[src/rtl/top_level_wrapper.sv]
// rtl/top_level_wrapper.sv - memory-mapped single-block SHA-1 engine
module top_level_wrapper (
    input  logic        clk,
    input  logic        reset_n,
    input  logic        write,
    input  logic        read,
    input  logic [31:0] address,
    input  logic [31:0] writedata,
    output logic [31:0] readdata
);

    typedef enum logic [1:0] {IDLE, INIT, ROUND, FINAL} state_t;

    localparam logic [31:0] IV0 = 32'h67452301;
    localparam logic [31:0] IV1 = 32'hEFCDAB89;
    localparam logic [31:0] IV2 = 32'h98BADCFE;
    localparam logic [31:0] IV3 = 32'h10325476;
    localparam logic [31:0] IV4 = 32'hC3D2E1F0;

    state_t      state;
    logic        busy;
    logic        done;
    logic [6:0]  round_cnt;
    logic [31:0] msg   [16];
    logic [31:0] sched [16];
    logic [31:0] h     [5];
    logic [31:0] a, b, c, d, e;

    logic        mapped;
    logic [4:0]  word;
    logic        msg_hit;
    logic        dig_hit;
    logic [3:0]  msg_idx;
    logic [2:0]  dig_idx;
    logic        start_req;
    logic [31:0] rd_mux;
    logic [31:0] f_val;
    logic [31:0] k_val;
    logic [31:0] temp;
    logic [31:0] w_mix;
    logic [31:0] w_next;

    assign mapped    = (address[31:5] == 27'd0);
    assign word      = address[4:0];
    assign msg_hit   = mapped && (word >= 5'd1) && (word <= 5'd16);
    assign dig_hit   = mapped && (word >= 5'd17) && (word <= 5'd21);
    // Word 16 wraps to index 15 through the 4-bit subtraction.
    assign msg_idx   = word[3:0] - 4'd1;
    assign dig_idx   = word[2:0] - 3'd1;
    assign start_req = write && mapped && (word == 5'd0) && writedata[0];

    always_comb begin
        rd_mux = 32'd0;
        if (mapped && word == 5'd0) begin
            rd_mux = {30'd0, done, busy};
        end else if (msg_hit) begin
            rd_mux = msg[msg_idx];
        end else if (dig_hit) begin
            rd_mux = h[dig_idx];
        end
    end

    always_comb begin
        f_val = 32'd0;
        k_val = 32'd0;
        if (round_cnt < 7'd20) begin
            f_val = (b & c) | (~b & d);
            k_val = 32'h5A827999;
        end else if (round_cnt < 7'd40) begin
            f_val = b ^ c ^ d;
            k_val = 32'h6ED9EBA1;
        end else if (round_cnt < 7'd60) begin
            f_val = (b & c) | (b & d) | (c & d);
            k_val = 32'h8F1BBCDC;
        end else begin
            f_val = b ^ c ^ d;
            k_val = 32'hCA62C1D6;
        end
    end

    // sched[0] is W_t; the buffer shifts down one word per round.
    assign temp   = {a[26:0], a[31:27]} + f_val + e + k_val + sched[0];
    assign w_mix  = sched[13] ^ sched[8] ^ sched[2] ^ sched[0];
    assign w_next = {w_mix[30:0], w_mix[31]};

    always_ff @(posedge clk) begin
        if (reset_n) begin
            state     <= IDLE;
            busy      <= 1'b0;
            done      <= 1'b0;
            readdata  <= 32'd0;
            round_cnt <= 7'd0;
            a <= 32'd0;
            b <= 32'd0;
            c <= 32'd0;
            d <= 32'd0;
            e <= 32'd0;
            for (int i = 0; i < 16; i++) begin
                msg[i]   <= 32'd0;
                sched[i] <= 32'd0;
            end
            for (int i = 0; i < 5; i++) begin
                h[i] <= 32'd0;
            end
        end else begin
            if (read) begin
                readdata <= rd_mux;
            end
            if (write && !busy && msg_hit) begin
                msg[msg_idx] <= writedata;
            end

            case (state)
                IDLE: begin
                    if (start_req) begin
                        busy  <= 1'b1;
                        done  <= 1'b0;
                        state <= INIT;
                    end
                end
                INIT: begin
                    h[0] <= IV0;
                    h[1] <= IV1;
                    h[2] <= IV2;
                    h[3] <= IV3;
                    h[4] <= IV4;
                    a <= IV0;
                    b <= IV1;
                    c <= IV2;
                    d <= IV3;
                    e <= IV4;
                    for (int i = 0; i < 16; i++) begin
                        sched[i] <= msg[i];
                    end
                    round_cnt <= 7'd0;
                    state     <= ROUND;
                end
                ROUND: begin
                    a <= temp;
                    b <= a;
                    c <= {b[1:0], b[31:2]};
                    d <= c;
                    e <= d;
                    for (int i = 0; i < 15; i++) begin
                        sched[i] <= sched[i + 1];
                    end
                    sched[15] <= w_next;
                    round_cnt <= round_cnt + 7'd1;
                    if (round_cnt == 7'd79) begin
                        state <= FINAL;
                    end
                end
                FINAL: begin
                    h[0] <= h[0] + a;
                    h[1] <= h[1] + b;
                    h[2] <= h[2] + c;
                    h[3] <= h[3] + d;
                    h[4] <= h[4] + e;
                    busy  <= 1'b0;
                    done  <= 1'b1;
                    state <= IDLE;
                end
                default: state <= IDLE;
            endcase
        end
    end

endmodule

[config.mk]
export PLATFORM = sky130hd
export DESIGN_NAME = top_level_wrapper
export DESIGN_NICKNAME = d
export VERILOG_FILES = /design/src/rtl/top_level_wrapper.sv
export SDC_FILE = /design/constraint.sdc
export NUM_CORES = 2
export LEC_CHECK = 0
export BUFFER_PORTS_ARGS = -buffer_cell sky130_fd_sc_hd__buf_2
export CORE_MARGIN = 10
export CORE_UTILIZATION = 35
export DETAILED_ROUTE_END_ITERATION = 6
export SKIP_CTS_REPAIR_TIMING = 1
export SLEW_MARGIN = 30
export SYNTH_ARGS = -nofsm -noshare
export SYNTH_HDL_FRONTEND = slang
export SYNTH_SLANG_ARGS = --single-unit
[constraint.sdc]
create_clock -name clk -period 7.61 [get_ports clk]
set_input_delay 0.3805 -clock clk [delete_from_list [all_inputs] [get_ports clk]]
set_output_delay 0.3805 -clock clk [all_outputs]
set_load 0.02 [all_outputs]
==> impl_metrics.tcl <==
set metrics [dict create \
    status "finished clean" \
    seqPwrFrac_pct 46.4 \
    synth_compound_area_share_pct 12.3 \
    fin_crit_ps 6860 \
    p_leak_uw 0.0298 \
    ys_async_sr_fraction_pct 0 \
    die_h_um 474 \
    cts.htree.levels 4 \
    grt_start_max_net_pins 184 \
    ff2ff_setup_slack_ps 750 \
    vdd_drop_max_v 0.000245 \
    cp.arrival_ps 7500 \
    io_pins 100 \
    yosys.area_share.adder_pct 7.00 \
    synth_flop_cell "edfxtp_1" \
    die_w_um 474 \
    pre_cts_ws_ps 797 \
    fin_crit_sh_pct 90.1 \
    fin_ws_ps 752 \
    antenna_found_initial 25 \
    cts-root-buf "clkbuf_16" \
    power.switching_uw 6150 \
    multi_input_area_um2 30300 \
    pwr-share-comb_pct 18.5 \
    io_buffers 99 \
    crit_fanout 18 \
    cp-end-kind "register" \
    tightest_slew_ps 1020 \
    vias 48600 \
    vias_per_cell 5.66 \
    grt_pass1_wl_um 330000 \
    finalSetupViolCount 0 \
    gp_congestion 0.894 \
    yosys.area_share.simple_pct 10.3 \
    start_kind "register" \
    layout-drive-gt1-share_pct 11.2 \
    switching_share_pct 29.4 \
    cts-buffers-inserted 154 \
    finalClockSkew_ps 45.3 \
    relSlewSlack_pct 31.9 \
    clk_pin_slew_ps 60 \
    synth_edf_count 1184 \
    synth_top_family_by_area "compound AO/OA/AOI/OAI gates" \
    die_area_um2 225000 \
    cellPowerDensity_nw_per_um2 258 \
    hold_class "in2reg" \
    avgSynthCellArea_um2 12.5 \
    ant_nets 0 \
    finalSetupTns_ps 0 \
    synth_area_um2 72200 \
    synth_xor_area_share_pct 3.03 \
    yosysWarnings 0 \
    hold_viol 0 \
    layout.nets 6158 \
    stdcell_area_um2 80800 \
    cts_tree "built" \
    syn_to_final_growth_pct 12.0 \
    synth_seq_cells 1387 \
    muxShareOfSynthArea_pct 9.00 \
    track_usage_pct 19.5 \
    synth.distinct_cells 77 \
    nFillCells 19200 \
    cts_buffer_depth 3 \
    drc 0 \
    dr.first_iter.drc_count 5256 \
    dpl.hpwl_um 142000 \
    seq_area_um2 39600 \
    drtPass1Iterations 5 \
    syn_inst 5776 \
    crit_required_ps 8250 \
    fmax_mhz 146 \
    clock_latency_ps 800 \
    syn_nets 6173 \
    rsz0062_at_grt "false" \
    clock-sinks 1387 \
    placement.cell_area_um2 75900 \
    overflow 0 \
    coreArea_um2 205000 \
    num_rows 166 \
    wl_per_cell_um 26.2 \
    worstSetupPathType "reg2reg" \
    clkPwrFrac_pct 35.1 \
    ys_seq_area_share_pct 54.9 \
    p_int_uw 14700 \
    initial_core_util_pct 35.2 \
    grt_pass1_vias 47900 \
    drv_cap 0 \
    slew_violations 0 \
    finalWirelength_um 225000 \
]
[worst paths after layout]
| check | from | end | cells past startpoint |
|---|---|---|---|
| max reg2reg | round_cnt[4] | a[30] | 23 |
| min reg2reg | e[5] | e[5] | 2 |
| max | round_cnt[4] | a[30] | 23 |
| min | writedata[27] | msg[6][27] | 2 |
[stage by stage]
step | hold WS (ps) | total power, uW | util (%) | instances
after floorplan | 451 | 12300 | - | 5776
after global placement | 493 | 13500 | 37.0 | 8284
after detailed placement | 491 | 13600 | 37.0 | 8290
after CTS | -69.6 | 20900 | 39.4 | 8567
after global routing | 61.5 | 21700 | 39.4 | 8570
final | 59.5 | 20900 | 39.5 | 8580
[critical path, cell delays in order (launching register included)]
cell and delay [ps]:
dfxtp_1 390, a41oi_1 400, nand2_1 80, buf_4 240, nand2_1 90, buf_4 280, clkinv_1 310, buf_4 290
a221oi_1 300, fa_1 510, fa_1 430, fa_1 510, inv_1 40, ha_1 340, a21oi_1 160, nor2_1 50
o21a_1 180, o41ai_1 420, a21oi_1 190, o41ai_1 690, o21ai_0 250, a41oi_1 290, xor2_1 170, a211oi_1 80
[cell families (layout without fill, tap and decap cells)]
family	Yosys count	after routing
and+or+nand+nor	1464	1464
DFF	1387	1387
AOI/OAI and AO/OA	1230	1230
buffers and inverters	671	777
muxes	445	445
adders and majority gates	329	329
xor gates and xnor gates	250	250
other	0	10
[cells in the final DEF, fill, tap and decap left out, types with 21 or more instances in the layout]
master	n
edfxtp_1	1184
and2_1	526
nor2_1	504
a22o_1	375
inv_1	309
mux2i_1	253
a21oi_1	203
dfxtp_1	203
ha_1	201
o21ai_0	188
xnor2_1	177
mux4_2	160
clkbuf_16	160
nand2_1	155
fa_1	125
buf_2	97
a21o_1	77
a311oi_1	71
xor2_1	71
buf_4	68
a211oi_1	66
nor2b_1	57
o22ai_1	41
clkinv_1	40
nand3_1	37
clkbuf_1	36
nor3_1	34
o21a_1	33
mux2_2	32
nand2b_1	29
o21bai_1	27
a31oi_1	23
a221oi_1	21
[flip-flops by register name, indices dropped and copies added, names as in the netlist, 7 cells and up]
| register | cells |
|---|---|
| msg | 512 |
| sched | 512 |
| h | 160 |
| a | 32 |
| b | 32 |
| c | 32 |
| d | 32 |
| e | 32 |
| readdata | 32 |
| round_cnt | 7 |
[power groups by stage]
stage	registers [uW]	clock network [uW]	logic, uW
3_3_place_gp	9810	0	3730
4_1_cts	9680	7420	3830
5_1_grt	9760	7720	4220
6_report	9690	7340	3860
3_5_place_dp	9820	0	3800
2_1_floorplan	9630	0	2710
[layer usage]
metal	vias up	global-route usage, %	share of wire [%]
li1	21300	-	-
met3	390	3.91	8.3
met5	-	0	0.061
met1	24800	27.2	43
met2	2048	30.3	45
met4	22	6.24	3.4
[synth_stat cells, drive strengths merged, types with 66 or more instances]
cell / instances / share of area (%)
edfxtp: 1184 / 49
and2: 527 / 4.6
nor2: 522 / 2.7
a22o: 375 / 4.6
inv: 309 / 1.6
clkbuf: 300 / 1.6
mux2i: 253 / 3.5
ha: 204 / 3.5
a21oi: 203 / 1.4
dfxtp: 203 / 5.6
o21ai: 197 / 1.4
xnor2: 178 / 2.2
mux4: 160 / 5.0
nand2: 155 / 0.81
fa: 125 / 3.5
a21o: 77 / 0.80
a311oi: 72 / 0.88
xor2: 72 / 0.87
a211oi: 66 / 0.69
[layout make-up]
cell class | instances | share of cell area [%]
antenna | 10 | 0.0310
clock buffer | 203 | 5.23
clock inverter | 74 | 0.777
inverter | 312 | 1.45
multi-input combinational | 3718 | 37.5
sequential | 1387 | 49.0
tap | 2688 | 4.16
timing repair buffer | 188 | 1.80
(Power assumes the default switching activity.)
